==> config.mk <==
export PLATFORM = sky130hd
export DESIGN_NAME = fpu_add_arbiter
export DESIGN_NICKNAME = d
export VERILOG_FILES = /design/src/rtl/fpu_arb_pkg.sv /design/src/rtl/fpu_add_arbiter_rr.sv /design/src/rtl/fpu_add_arbiter.sv
export SDC_FILE = /design/constraint.sdc
export NUM_CORES = 1
export LEC_CHECK = 0
export ABC_AREA = 1
export BUFFER_PORTS_ARGS = -buffer_cell sky130_fd_sc_hd__buf_2
export CAP_MARGIN = 20
export CORE_AREA = 4 4 182 184
export DETAILED_ROUTE_END_ITERATION = 16
export DIE_AREA = 0 0 186 188
export SLEW_MARGIN = 20
export SYNTH_ARGS = -nofsm -noshare
export SYNTH_HDL_FRONTEND = slang
export SYNTH_HIERARCHICAL = 1
export SYNTH_SLANG_ARGS = --single-unit
==> constraint.sdc <==
create_clock -name clk -period 7 [get_ports clk]
set_input_delay 2.1 -clock clk [delete_from_list [all_inputs] [get_ports clk]]
set_output_delay 2.1 -clock clk [all_outputs]
set_load 0.05 [all_outputs]
==> src/rtl/fpu_arb_pkg.sv <==
// Shared types and constants for the floating-point adder arbiter.
//   add_state_e : adder status encoding (OK/NAN/INF/NUL)
//   tag_t       : requester-ID tag carried alongside each in-flight add
//   FP_W        : operand/result width
//   STAT_W      : width of one per-requester grant counter
//   ID_W        : tag ID width, sized for the largest supported N_REQ (8)
package fpu_arb_pkg;

   localparam int FP_W   = 32;
   localparam int STAT_W = 16;
   localparam int ID_W   = 3;

   typedef enum logic [1:0] {
      OK  = 2'b00,
      NAN = 2'b01,
      INF = 2'b10,
      NUL = 2'b11
   } add_state_e;

   typedef struct packed {
      logic            vld;
      logic [ID_W-1:0] id;
   } tag_t;

   // Saturating increment for the grant statistics counters.
   function automatic logic [STAT_W-1:0] sat_inc(input logic [STAT_W-1:0] v);
      return (v == '1) ? v : v + 1'b1;
   endfunction

endpackage

==> src/rtl/fpu_add_arbiter_rr.sv <==
// Combinational round-robin arbiter.
// Grants the first asserted request found scanning ptr_i, ptr_i+1, ... mod N.
// Ports:
//   req_i      in  N   request vector
//   ptr_i      in  IW  index with highest priority this cycle
//   gnt_o      out N   one-hot grant (all zero when no request)
//   gnt_idx_o  out IW  index of the granted request (0 when none)
module rr_arbiter #(
   parameter  int N  = 4,
   localparam int IW = $clog2(N)
) (
   input  logic [N-1:0]  req_i,
   input  logic [IW-1:0] ptr_i,
   output logic [N-1:0]  gnt_o,
   output logic [IW-1:0] gnt_idx_o
);

   logic          found;
   logic [IW-1:0] idx;

   // NOTE: every variable written here gets a default first, so no path
   // leaves it unassigned and no latch is inferred.
   always_comb begin
      gnt_o     = '0;
      gnt_idx_o = '0;
      found     = 1'b0;
      idx       = '0;
      for (int k = 0; k < N; k++) begin
         idx = IW'((int'(ptr_i) + k) % N);
         if (!found && req_i[idx]) begin
            found      = 1'b1;
            gnt_o[idx] = 1'b1;
            gnt_idx_o  = idx;
         end
      end
   end

endmodule

==> src/rtl/fpu_add_arbiter.sv <==
// Shares one pipelined floating-point adder between N_REQ requesters.
// One operand pair is issued per cycle in round-robin order; a tag pipe
// carrying the requester ID tracks each add so the result is routed back to
// the requester that issued it.
// Optional feature: define FPU_ARB_STATS_EN to build saturating per-requester
// grant counters; otherwise stat_grants is tied to zero.
// Ports:
//   clk, rst                   clock; asynchronous active-low reset
//   req_vld/req_a/req_b        per-requester operand valid and operands
//   req_rdy                    one-hot grant (combinational)
//   add_a/add_b/add_vld        issue to the adder
//   add_result/add_state/
//   add_res_vld                adder return
//   rsp_vld/rsp_result/
//   rsp_state                  one-hot response pulse with result and status
//   err_orphan                 sticky: adder result and tag pipe disagreed
//   stat_grants                per-requester grant counters, 16 bits each
module fpu_add_arbiter
   import fpu_arb_pkg::*;
#(
   parameter int N_REQ   = 4,
   parameter int LATENCY = 6,
   parameter int MAX_OUT = 4
) (
   input  logic                    clk,
   input  logic                    rst,
   input  logic [N_REQ-1:0]        req_vld,
   input  logic [N_REQ*FP_W-1:0]   req_a,
   input  logic [N_REQ*FP_W-1:0]   req_b,
   output logic [N_REQ-1:0]        req_rdy,
   output logic [FP_W-1:0]         add_a,
   output logic [FP_W-1:0]         add_b,
   output logic                    add_vld,
   input  logic [FP_W-1:0]         add_result,
   input  logic [1:0]              add_state,
   input  logic                    add_res_vld,
   output logic [N_REQ-1:0]        rsp_vld,
   output logic [FP_W-1:0]         rsp_result,
   output logic [1:0]              rsp_state,
   output logic                    err_orphan,
   output logic [N_REQ*STAT_W-1:0] stat_grants
);

   localparam int IW = $clog2(N_REQ);
   localparam int OW = $clog2(MAX_OUT + 1);

   logic [N_REQ-1:0] elig;
   logic [N_REQ-1:0] gnt;
   logic [IW-1:0]    gnt_idx;
   logic             hs;
   logic [IW-1:0]    rr_ptr_q, rr_ptr_d;
   logic [OW-1:0]    out_q [N_REQ];
   logic [OW-1:0]    out_d [N_REQ];
   logic [FP_W-1:0]  add_a_q, add_b_q;
   // Stage 0 is the issue stage (valid alongside add_vld); the following
   // LATENCY stages mirror the adder, so the tail lines up with add_res_vld.
   tag_t             tag_q [LATENCY+1];
   tag_t             tail;
   logic [N_REQ-1:0] rsp_vld_q, rsp_vld_d;
   logic [FP_W-1:0]  rsp_result_q;
   add_state_e       rsp_state_q;
   logic             err_q;

   always_comb begin
      for (int i = 0; i < N_REQ; i++) begin
         elig[i] = req_vld[i] && (out_q[i] < OW'(MAX_OUT));
      end
   end

   rr_arbiter #(.N(N_REQ)) u_rr (
      .req_i    (elig),
      .ptr_i    (rr_ptr_q),
      .gnt_o    (gnt),
      .gnt_idx_o(gnt_idx)
   );

   assign req_rdy = gnt;
   assign hs      = |gnt;
   assign tail    = tag_q[LATENCY];

   always_comb begin
      rr_ptr_d = rr_ptr_q;
      if (hs) begin
         rr_ptr_d = (gnt_idx == IW'(N_REQ - 1)) ? '0 : gnt_idx + 1'b1;
      end
   end

   // Outstanding count per requester: +1 on grant, -1 when its tag retires.
   always_comb begin
      for (int i = 0; i < N_REQ; i++) begin
         out_d[i] = out_q[i];
         case ({hs && gnt[i],
                tail.vld && (tail.id == ID_W'(i)) && (out_q[i] != '0)})
            2'b10:   out_d[i] = out_q[i] + 1'b1;
            2'b01:   out_d[i] = out_q[i] - 1'b1;
            default: out_d[i] = out_q[i];
         endcase
         rsp_vld_d[i] = add_res_vld && tail.vld && (tail.id == ID_W'(i));
      end
   end

   // NOTE: sequential state is written with non-blocking assignments only, so
   // every register samples the pre-edge value of the others.
   // NOTE: the tag pipe and issue registers are reset, not just the valid
   // bits, because reset must leave add_a/add_b at zero and stale IDs would
   // otherwise survive into the next run.
   always_ff @(posedge clk or negedge rst) begin
      if (!rst) begin
         rr_ptr_q     <= '0;
         add_a_q      <= '0;
         add_b_q      <= '0;
         rsp_vld_q    <= '0;
         rsp_result_q <= '0;
         rsp_state_q  <= OK;
         err_q        <= 1'b0;
         for (int i = 0; i < N_REQ; i++) out_q[i] <= '0;
         for (int k = 0; k <= LATENCY; k++) tag_q[k] <= '0;
      end else begin
         rr_ptr_q <= rr_ptr_d;
         for (int i = 0; i < N_REQ; i++) out_q[i] <= out_d[i];
         if (hs) begin
            add_a_q <= req_a[FP_W*gnt_idx +: FP_W];
            add_b_q <= req_b[FP_W*gnt_idx +: FP_W];
         end
         tag_q[0] <= '{vld: hs, id: ID_W'(gnt_idx)};
         for (int k = 1; k <= LATENCY; k++) tag_q[k] <= tag_q[k-1];
         rsp_vld_q <= rsp_vld_d;
         if (add_res_vld && tail.vld) begin
            rsp_result_q <= add_result;
            rsp_state_q  <= add_state_e'(add_state);
         end
         // A result without a tag is dropped; a tag without a result still
         // retires so the requester cannot hang. Either way it is an error.
         if (add_res_vld != tail.vld) err_q <= 1'b1;
      end
   end

   assign add_vld    = tag_q[0].vld;
   assign add_a      = add_a_q;
   assign add_b      = add_b_q;
   assign rsp_vld    = rsp_vld_q;
   assign rsp_result = rsp_result_q;
   assign rsp_state  = rsp_state_q;
   assign err_orphan = err_q;

`ifdef FPU_ARB_STATS_EN
   logic [STAT_W-1:0] stat_q [N_REQ];

   always_ff @(posedge clk or negedge rst) begin
      if (!rst) begin
         for (int i = 0; i < N_REQ; i++) stat_q[i] <= '0;
      end else begin
         for (int i = 0; i < N_REQ; i++) begin
            if (gnt[i]) stat_q[i] <= sat_inc(stat_q[i]);
         end
      end
   end

   for (genvar gi = 0; gi < N_REQ; gi++) begin : g_stat
      assign stat_grants[STAT_W*gi +: STAT_W] = stat_q[gi];
   end
`else
   assign stat_grants = '0;
`endif

endmodule
==> results of run 1 <==
[layout by cell type (no fill, tap or decap), types with 3 or more instances in the layout]
master	instances
sky130_fd_sc_hd__a21boi_0	4
sky130_fd_sc_hd__a21oi_1	5
sky130_fd_sc_hd__a31oi_1	4
sky130_fd_sc_hd__buf_2	403
sky130_fd_sc_hd__buf_4	10
sky130_fd_sc_hd__clkbuf_16	17
sky130_fd_sc_hd__clkinvlp_4	3
sky130_fd_sc_hd__conb_1	64
sky130_fd_sc_hd__dfrtp_1	138
sky130_fd_sc_hd__fa_1	4
sky130_fd_sc_hd__ha_1	11
sky130_fd_sc_hd__inv_1	298
sky130_fd_sc_hd__inv_6	5
sky130_fd_sc_hd__nand2_1	583
sky130_fd_sc_hd__nand2_2	3
sky130_fd_sc_hd__nand3_1	224
sky130_fd_sc_hd__nor2_1	9
sky130_fd_sc_hd__nor2_4	3
sky130_fd_sc_hd__nor3_1	4
sky130_fd_sc_hd__o21ai_0	4
sky130_fd_sc_hd__xnor2_1	4
sky130_fd_sc_hd__xor2_1	4
[area by class of cell]
class                           instances  area [um^2]  area share
Clock buffer                           18          429      0.0357
Inverter                              304         1160      0.0969
Clock inverter                         14          163      0.0135
Tap cell                              402          503      0.0418
Multi-Input combinational cell        941         4180       0.348
Timing Repair Buffer                  415         2120       0.177
Sequential cell                       138         3450       0.287
[logic make-up (layout without fill, tap and decap cells)]
| family | after synthesis | count (layout) | share of synthesized area |
|---|---|---|---|
| AO/OA/AOI/OAI | 19 | 19 | 0.0118 |
| AND/OR/NAND/NOR | 835 | 835 | 0.376 |
| other | 1 | 64 | 0.000401 |
| buffers and inverters | 439 | 751 | 0.212 |
| adder cells (fa/ha/maj) | 15 | 15 | 0.0233 |
| XOR/XNOR | 8 | 8 | 0.00749 |
| flip-flops | 138 | 138 | 0.369 |
[critical path: stages]
cell and delay (ns):
sky130_fd_sc_hd__buf_2 0.08, sky130_fd_sc_hd__inv_1 0.03, sky130_fd_sc_hd__nor2_1 0.25, sky130_fd_sc_hd__inv_1 0.07
sky130_fd_sc_hd__nand2_1 0.08, sky130_fd_sc_hd__nand3_1 0.08, sky130_fd_sc_hd__nand2_1 0.07, sky130_fd_sc_hd__nand2_1 0.06
sky130_fd_sc_hd__inv_1 0.11, sky130_fd_sc_hd__nand3_1 0.11, sky130_fd_sc_hd__nand3_1 0.19, sky130_fd_sc_hd__buf_2 0.31
[worst paths after layout]
path,start,to,slack [ns],cells after the start
min,tag_q[13],tag_q[9],0.34,0
max reg2reg,rr_ptr_q[0],add_b[5],3.51,15
min in group asynchronous,rst,out_q[8],1.69,1
max,req_vld[0],req_rdy[0],1.35,12
max in group asynchronous,rst,tag_q[1],3.96,2
min reg2reg,tag_q[13],tag_q[9],0.34,0
[metal layers]
| layer | up-vias | global-route usage | share of wire |
|---|---|---|---|
| met5 | - | 0 | 0 |
| met4 | 0 | 0.0334 | 0.011 |
| met3 | 21 | 0.0429 | 0.076 |
| met2 | 342 | 0.274 | 0.47 |
| met1 | 4309 | 0.215 | 0.44 |
| li1 | 4876 | - | - |
[registers in the layout, summed over array words and instances (netlist names)]
register and count:
add_a 32, add_b 32, add_vld 1, err_orphan 1, out_q 12, rr_ptr_q 2
rsp_result 32, rsp_state 2, rsp_vld 4, tag_q 20
[power by group]
group	internal (mW)	switching, mW	total [mW]
Sequential	0.797	0.00000000000000000552	0.797
Combinational	0.0856	0.155	0.240
Clock	0.535	0.381	0.916
==> run summary, run 1 <==
The total power draw came out at 1.95 mW. The number of H-tree levels came out at 4. Counting distinct cell types in the post-synthesis netlist gives 31. The final design instance area without fill came out at 0.0120 mm^2. After detailed routing, the total wire length is 30400 um.

The number of register bits inferred by synthesis came out at 138. The maximum VDD drop came out at 145 uV. For this run, the top clock speed supported by timing is 0.177 GHz. The path class of the tightest hold or removal check is register to register.

The number of hold buffers added after CTS came out at 0. The total number of nets in the final design came out at 2129. The largest fanout on the critical path is 4.

In this run the post-CTS setup repair buffer count came out at 0. The clock net sink count is 138. The floorplan step set the die height to 188 um. Buffers inserted during clock tree synthesis total 17.

The gate count of the mapped netlist is 1455. The non-filler instance count after layout came out at 2232. Dividing the detail-routed wire length by the instance count gives 13.6 um. The number of antenna violations at the first check in global routing came out at 0. The worst setup slack before clock tree synthesis came out at 1.37 ns.

The core utilization of the finished layout is 0.383. The setup clock skew after layout came out at 0.00653 ns. The global placer's final weighted congestion came out at 0.887. By area the synthesized netlist is led by sky130_fd_sc_hd__dfrtp_1 37%, sky130_fd_sc_hd__nand2_1 23%, sky130_fd_sc_hd__nand3_1 12%.

The top-area cell type share of the netlist area came out at 0.369. The final period demand of the worst path is 5.65 ns. The total setup violations reported at the end of the flow is 0. The count of final hold-check violations came out at 0. The largest total area in the synthesized netlist belongs to sky130_fd_sc_hd__dfrtp_1. The measured slew at the worst slew-check pin is 0.832 ns. In this run the clock root is driven by a sky130_fd_sc_hd__clkbuf_16. The launching element type of the critical path is an input port. The reported max-cap violation count is 0. The average cell area after synthesis came out at 6.43 um^2.

In the finished design, the share of the clock period the worst path needs comes to 0.807. In this run the tool buffered the top-level ports with 404 buffer cells. The clock-pin slew on the worst setup and hold paths came out at 0.06 ns. The clock latency of the later-clocked register in the worst-skew pair is 0.41 ns. The initial core utilization is 0.298. Across all hold checks on the routed design, the worst slack comes to 0.343 ns. The count of warnings emitted by yosys came out at 6. The die outline area is 0.0350 mm^2. TritonCTS built the clock tree. The number of synthesized flops with an enable pin came out at 0.

In this run the tightest slew margin relative to its limit is 0.445. The number of rows created at floorplan is 65. The flow ran to the end, and the final reports show no timing, DRC or antenna violations.

The via count of the first global-routing pass was 8932. The count of inserted antenna diode cells came out at 0. The wire length of the first global-routing pass came out at 46600 um. The worst-case clock buffer depth came out at 2. The most common cell in the synthesized netlist is sky130_fd_sc_hd__nand2_1. The worst setup path is of the input port to output pin kind. The fill cell total of the finished layout is 3465. The analysis attributes to cell leakage a power of 8.02 nW. The remaining design rule violation count came out at 0. The arrival time at the worst endpoint is 3.55 ns.

Summed over all layers, the global routing overflow is 0. The half-perimeter wire length of the detailed placement result is 23100 um. The pre-antenna-repair detailed-routing pass consisted of 5 iterations. The largest net degree at the start of global routing is 132. The average via count per standard cell came out at 4.28.

The die is 186 um wide. Dividing total power by cell area gives a power density of 163 mW/mm^2. The worst setup path is captured at an output pin. Summing over every cut layer, the via total after detailed routing is 9548. The fraction of synthesis flops using an asynchronous set or reset pin is 1.00. Summed over all failing endpoints, the final setup total negative slack is 0 ns. The number of design-rule violations left by the first detailed-router iteration is 429. The number of primary I/O pins came out at 469. The area growth from synthesis to final layout is 28.5%. The core area came out at 0.0314 mm^2. Summing every instance area after synthesis gives 0.00935 mm^2. Setup repair after global routing left no endpoint under its margin.

The post-route worst setup slack came out at 1.35 ns. The global-route usage over all layers came out at 0.164. Of the cells placed in the final design, the portion with a size suffix greater than 1 is 0.255. The portion of the post-synthesis area used by sequential elements is 0.369. In this run the remaining antenna-violating nets after routing total 0. In the synthesized netlist the dominant register cell turns out to be sky130_fd_sc_hd__dfrtp_1. The area of placed instances came out at 0.0114 mm^2. By count the netlist is led by 584 x sky130_fd_sc_hd__nand2_1, 299 x sky130_fd_sc_hd__inv_1, 225 x sky130_fd_sc_hd__nand3_1. Including well taps, the total number of placed cells is 2200. The post-CTS resize count is 0.

Data on the critical path is required at its endpoint by 4.90 ns. The final-report max-slew violation count came out at 0.
Power figures use the tool's default switching activity.
==> run 2, diff against run 1 <==
Settings changed: CORE_AREA 4 4 182 184 to 4 4 178 180, DIE_AREA 0 0 186 188 to 0 0 182 184.
Clock period 7 ns to 5.1 ns, I/O delays scaled along.
==> run 2 against run 1 <==
Global-route usage rose by 0.91 points. Register-to-register slack got worse by 1.7 ns. Via count rose by 1.2%. Worst setup slack got worse by 0.75 ns. Sequential share of layout area barely moved. Sequential power rose by 37%. Flip-flop and latch count did not move. Count of clock-buffer cells in the layout fell by 1.
==> run summary, run 2 (synthesized netlist as in run 1, its figures left out) <==
The critical path required time came out at 3.57 ns. The count of input and output buffers is 404. On the final layout, the worst clock skew is 0.0113 ns. The worst setup path is launched from an input port. The final period demand of the worst path came out at 4.50 ns. The final hold slack came out at 0.347 ns. The number of H-tree levels is 4. The routed wire length is 30800 um.

The endpoint class of the critical path is an output pin. The share of cells above drive strength 1 came out at 0.257. The post-route setup TNS came out at 0 ns. The average via count per standard cell came out at 4.34.

The maximum VDD drop came out at 218 uV. At the pin with the least slew margin, the transition time is 0.902 ns. Of all nets on the critical path, the largest fanout is 7.

The total power per unit cell area came out at 219 mW/mm^2. The first global-routing pass estimated 46800 um of wire. The clock latency of the later-clocked register in the worst-skew pair is 0.42 ns. The worst path meets setup with 0.604 ns of slack. After detailed routing, the average wire length per cell comes to 13.8 um. The count of inserted antenna diode cells came out at 0. The critical path is of the input port to output pin type. The remaining design rule violation count is 0. The post-CTS resize count came out at 0. The worst setup slack before clock tree synthesis came out at 0.630 ns. In the layout the commonest cells are 583 x sky130_fd_sc_hd__nand2_1, 403 x sky130_fd_sc_hd__buf_2, 298 x sky130_fd_sc_hd__inv_1. The sum of overflow across all layers after global routing came out at 0.

The TritonCTS clock tree is yes. The total power draw is 2.63 mW. The total setup buffers inserted after CTS is 0. Measured on the finished design, the core utilization comes to 0.399.

Across all layers, the routed design uses 9663 vias. The number of iterations in the first detailed-routing pass came out at 5. Setup repair after global routing left no endpoint under its margin. The core area came out at 0.0302 mm^2. The upper clock frequency limit is 0.222 GHz. The initial core utilization came out at 0.310.

The worst hold path belongs to the class register to register. The final critical-path share of the clock period is 0.882. The horizontal die dimension came out at 182 um. The number of antenna violations at the first check in global routing is 2. In this run the remaining antenna-violating nets after routing total 0.

The flow ran to the end, and the final reports show no timing, DRC or antenna violations. The clock-pin slew on the worst setup and hold paths is 0.06 ns. The global-route usage over all layers is 0.173. The final-report max-slew violation count is 0. The number of rows created at floorplan is 64. The reported max-cap violation count came out at 0. The count of final hold-check violations is 0. The global placer's final weighted congestion is 0.904.

The chip height came out at 184 um. The area growth from synthesis to final layout came out at 28.7%. The commonest non-fill, non-tap cell in the layout is sky130_fd_sc_hd__nand2_1.

The clock net sink count came out at 138. The worst-case clock buffer depth is 2. Setup violations remaining at the end of the flow were counted as 0. The root cell of the clock tree is sky130_fd_sc_hd__clkbuf_16. The via count of the first global-routing pass is 8824. Buffers inserted during clock tree synthesis total 17.

The max-slew headroom at the worst pin is 0.399. The net count of the finished layout is 2131. In this run the static leakage power is 8.03 nW.

The die outline area came out at 0.0335 mm^2. The largest net degree at the start of global routing is 132. In this run the count of I/O pins placed on the die edge is 469.

The wire-length estimate of the detail-placed layout is 23200 um. STA puts the critical path data arrival time at 2.97 ns. The number of design-rule violations left by the first detailed-router iteration came out at 428. The number of hold buffers added after CTS came out at 0.
==> run 2: final timing paths <==
path / startpoint / to / slack [ns] / cells past startpoint
min in group asynchronous: rst / out_q[5] / 1.21 / 1
worst min register to register: tag_q[25] / tag_q[21] / 0.35 / 0
worst max register to register: rr_ptr_q[0] / add_b[5] / 1.76 / 14
worst max-delay path: req_vld[3] / req_rdy[0] / 0.60 / 11
worst min-delay path: tag_q[25] / tag_q[21] / 0.35 / 0
max in group asynchronous: rst / add_b[5] / 2.94 / 2
==> run 2: power by group <==
part                  switching [mW]  internal, mW  leakage, nW  total, mW
Combinational                  0.213         0.118         5.86      0.331
Clock                          0.558         0.650        0.277       1.21
Sequential     0.0000000000000000113          1.09         1.90       1.09
==> run 2: cell type report <==
type	instances	area [um^2]
clock buffer	17	425
inverter	304	1160
fill	3301	18200
timing repair buffer	417	2170
clock inverter	15	151
tap	396	495
sequential	138	3450
multi-input combinational	941	4180
==> run 2: per-stage QoR <==
step	cells	cell area [um^2]
after global routing	2228	12000
final	2228	12000
after detailed placement	2196	11500
after floorplan	1518	9590
after CTS	2228	12000
after global placement	2196	11500
==> run 2: worst max-delay path: stages <==
cell,delay [ns]
sky130_fd_sc_hd__buf_2,0.07
sky130_fd_sc_hd__inv_1,0.03
sky130_fd_sc_hd__nor2_1,0.19
sky130_fd_sc_hd__inv_1,0.09
sky130_fd_sc_hd__nand2_1,0.11
sky130_fd_sc_hd__nand3_4,0.14
sky130_fd_sc_hd__nand2_8,0.14
sky130_fd_sc_hd__nor2_2,0.06
sky130_fd_sc_hd__a21oi_1,0.15
sky130_fd_sc_hd__nand3_1,0.18
sky130_fd_sc_hd__buf_2,0.27
==> run 2: per-layer routing <==
metal | track usage | vias to the layer above | routed length, um
li1 | - | 4886 | -
met1 | 0.220 | 4412 | 13000
met2 | 0.288 | 339 | 14700
met3 | 0.0594 | 22 | 2730
met4 | 0.0378 | 4 | 325
met5 | 0 | - | 34
==> run 3, diff against run 2 <==
Settings changed: GPL_TIMING_DRIVEN set to 0, SLEW_MARGIN 20 to 30.
==> run 3 against run 2 <==
Highest routed layer unchanged. Register-to-register slack got worse by 0.15 ns. Flip-flop and latch count unchanged. Via count increased by 5.0%. Non-clock buffer count increased by 124. Critical path type unchanged. Critical path depth decreased by 1. Clock power increased by 5%. Hold slack got worse by 0.0013 ns. Core utilization increased by 2.4 points. Power increased by 4.2%.
==> run summary, run 3 (synthesized netlist as in run 1, its figures left out) <==
The count of nets left with antenna violations after detail routing came out at 0. The count of final hold-check violations is 0. The number of H-tree levels is 4.

The topmost layer with routed signal wires is met5. The clock net sink count came out at 138. The initial utilization of the core area, before any placement, comes to 0.310. The number of antenna violations at the first check in global routing is 4. The wire length of the first global-routing pass came out at 52500 um.

Once the clock tree was built, the resizer swapped 0 gates to a different size. On the final layout, the worst clock skew is 0.0108 ns. Summed over all nets, the switching power comes to 0.794 mW. Setup repair after global routing left no endpoint under its margin.

The endpoint class of the critical path is an output pin. The initialized floorplan defines 64 standard-cell rows. Of the total power, the share spent switching nets is 0.289. The average via count per standard cell came out at 4.31.

After clock tree synthesis, the flow added hold-fix buffers numbering 0. The clock-pin slew on the worst setup and hold paths is 0.06 ns. The detailed-route wire length per cell is 14.6 um. The routed wire length on met2 is 16900 um.

The sum of overflow across all layers after global routing is 0. The worst-case clock buffer depth is 2. The routed wire length is 34500 um. The detailed router finished its first iteration with 569 violations. The total number of nets in the final design is 2255. The measured slew at the worst slew-check pin is 0.645 ns. In this run the worst path has a maximum fanout of 4. The critical path required time is 3.57 ns. The met1 routed wirelength after detailed routing came out at 14300 um. The largest net degree at the start of global routing came out at 51. The final-report max-slew violation count is 0. The die outline area is 0.0335 mm^2. Internal power comes to 1.95 mW.

The final period demand of the worst path came out at 4.55 ns. Fill cells in the final layout number 3266. The total setup violations reported at the end of the flow is 0. The total power per unit cell area came out at 215 mW/mm^2.

The number of primary I/O pins came out at 469. The maximum VDD drop came out at 244 uV. The remaining design rule violation count is 0. The library cell used most frequently in the layout, excluding fill and tap cells, is sky130_fd_sc_hd__nand2_1. The die is 184 um tall. The share of total power dissipated in the clock network is 0.463. The core area is 0.0302 mm^2. The tool flagged a number of max-cap violations equal to 0. The count of input and output buffers came out at 404. The flow ran to the end, and the final reports show no timing, DRC or antenna violations. The relative contribution of sequential cells to total power is 0.399. The maximum single-stage delay on the critical path came out at 0.31 ns.

The post-route setup TNS came out at 0 ns. The max-slew headroom at the worst pin came out at 0.570. Of the available clock period, the critical path in the final layout requires 0.893. The horizontal die dimension came out at 182 um. The combinational power share is 0.138. The wire-length estimate of the detail-placed layout is 28100 um. The via count of the first global-routing pass came to 9659. The arrival time at the worst endpoint is 3.02 ns.

The worst hold path belongs to the class register to register. Measured on the finished design, the core utilization comes to 0.423. The first detailed-routing pass ran for 5 iterations. The clock latency of the later-clocked register in the worst-skew pair came out at 0.42 ns. The routed design uses 2800 um of met3 wire. On the critical path, the stage with the largest delay is an instance of sky130_fd_sc_hd__buf_2.

TritonCTS built the clock tree. The total clock buffers created by CTS came out at 17. The launching element type of the critical path is an input port. The worst setup path is of the input port to output pin kind. The minimum setup slack among reg-to-reg paths came out at 1.61 ns. The total setup buffers inserted after CTS came out at 0. The global-route usage over all layers came out at 0.197. The total power draw came out at 2.74 mW. The top cell types in the final layout, fill and taps aside, are 584 x sky130_fd_sc_hd__nand2_1, 455 x sky130_fd_sc_hd__buf_2, 299 x sky130_fd_sc_hd__inv_1.

The root cell of the clock tree is sky130_fd_sc_hd__clkbuf_16. The global placer's final weighted congestion is 0.886. The static power due to leakage came out at 8.57 nW. Based on the critical path, the design can be clocked at up to 0.220 GHz.

The share of cells above drive strength 1 came out at 0.293. The routed via count came out at 10200. The signal on the critical path passes through buf_2, inv_1, nor2_1, nand2_1, nand3_1, nand2_1, nor2_2, a21oi_1, nand3_1, buf_2. The area growth from synthesis to final layout is 36.6%.
[run 3: layout make-up]
type | instances | area [um^2] | share of cell area
Clock inverter | 15 | 170 | 0.0133
Sequential cell | 138 | 3450 | 0.270
Timing Repair Buffer | 406 | 2090 | 0.163
Buffer | 135 | 823 | 0.0645
Antenna cell | 2 | 5.00 | 0.000392
Tap cell | 396 | 495 | 0.0388
Multi-Input combinational cell | 941 | 4150 | 0.325
Clock buffer | 17 | 425 | 0.0333
Inverter | 304 | 1160 | 0.0908
[run 3: worst max-delay path: cells and delay by family]
kind / cells / cell delay [ns]
AO/OA/AOI/OAI: 1 / 0.10
buffers and inverters: 3 / 0.42
AND/OR/NAND/NOR: 6 / 0.98
[run 3: worst paths after layout]
path | from | to | depth (start not counted)
worst max-delay path | req_vld[0] | req_rdy[2] | 10
worst min-delay path | tag_q[20] | tag_q[16] | 0
worst max register to register | rr_ptr_q[1] | add_b[9] | 15
worst min register to register | tag_q[20] | tag_q[16] | 0
max in group asynchronous | rst | add_b[23] | 3
min in group asynchronous | rst | rsp_result[28] | 1
[run 3: per-stage QoR]
stage | hold WS (ns) | instances | setup WS (ns) | instance area, um^2
finish | 0.346 | 2354 | 0.546 | 12800
global placement | 0.332 | 2318 | 0.435 | 12100
floorplan | 0.331 | 1518 | 0.882 | 9590
global route | 0.354 | 2353 | 0.437 | 12800
CTS | 0.348 | 2352 | 0.576 | 12800
detailed placement | 0.335 | 2320 | 0.579 | 12200
[run 3: power groups by stage]
stage	clock network, mW	registers (mW)	logic, mW
5_1_grt	1.37	1.09	0.422
6_report	1.27	1.09	0.380
3_5_place_dp	0	1.11	0.379
4_1_cts	1.32	1.09	0.381
2_1_floorplan	0	1.12	0.220
3_3_place_gp	0	1.12	0.375
[run 3: layer usage]
metal	GRT usage	vias to the layer above
li1	-	5143
met1	0.254	4590
met2	0.334	388
met3	0.0528	25
met4	0.0435	4
met5	0	-
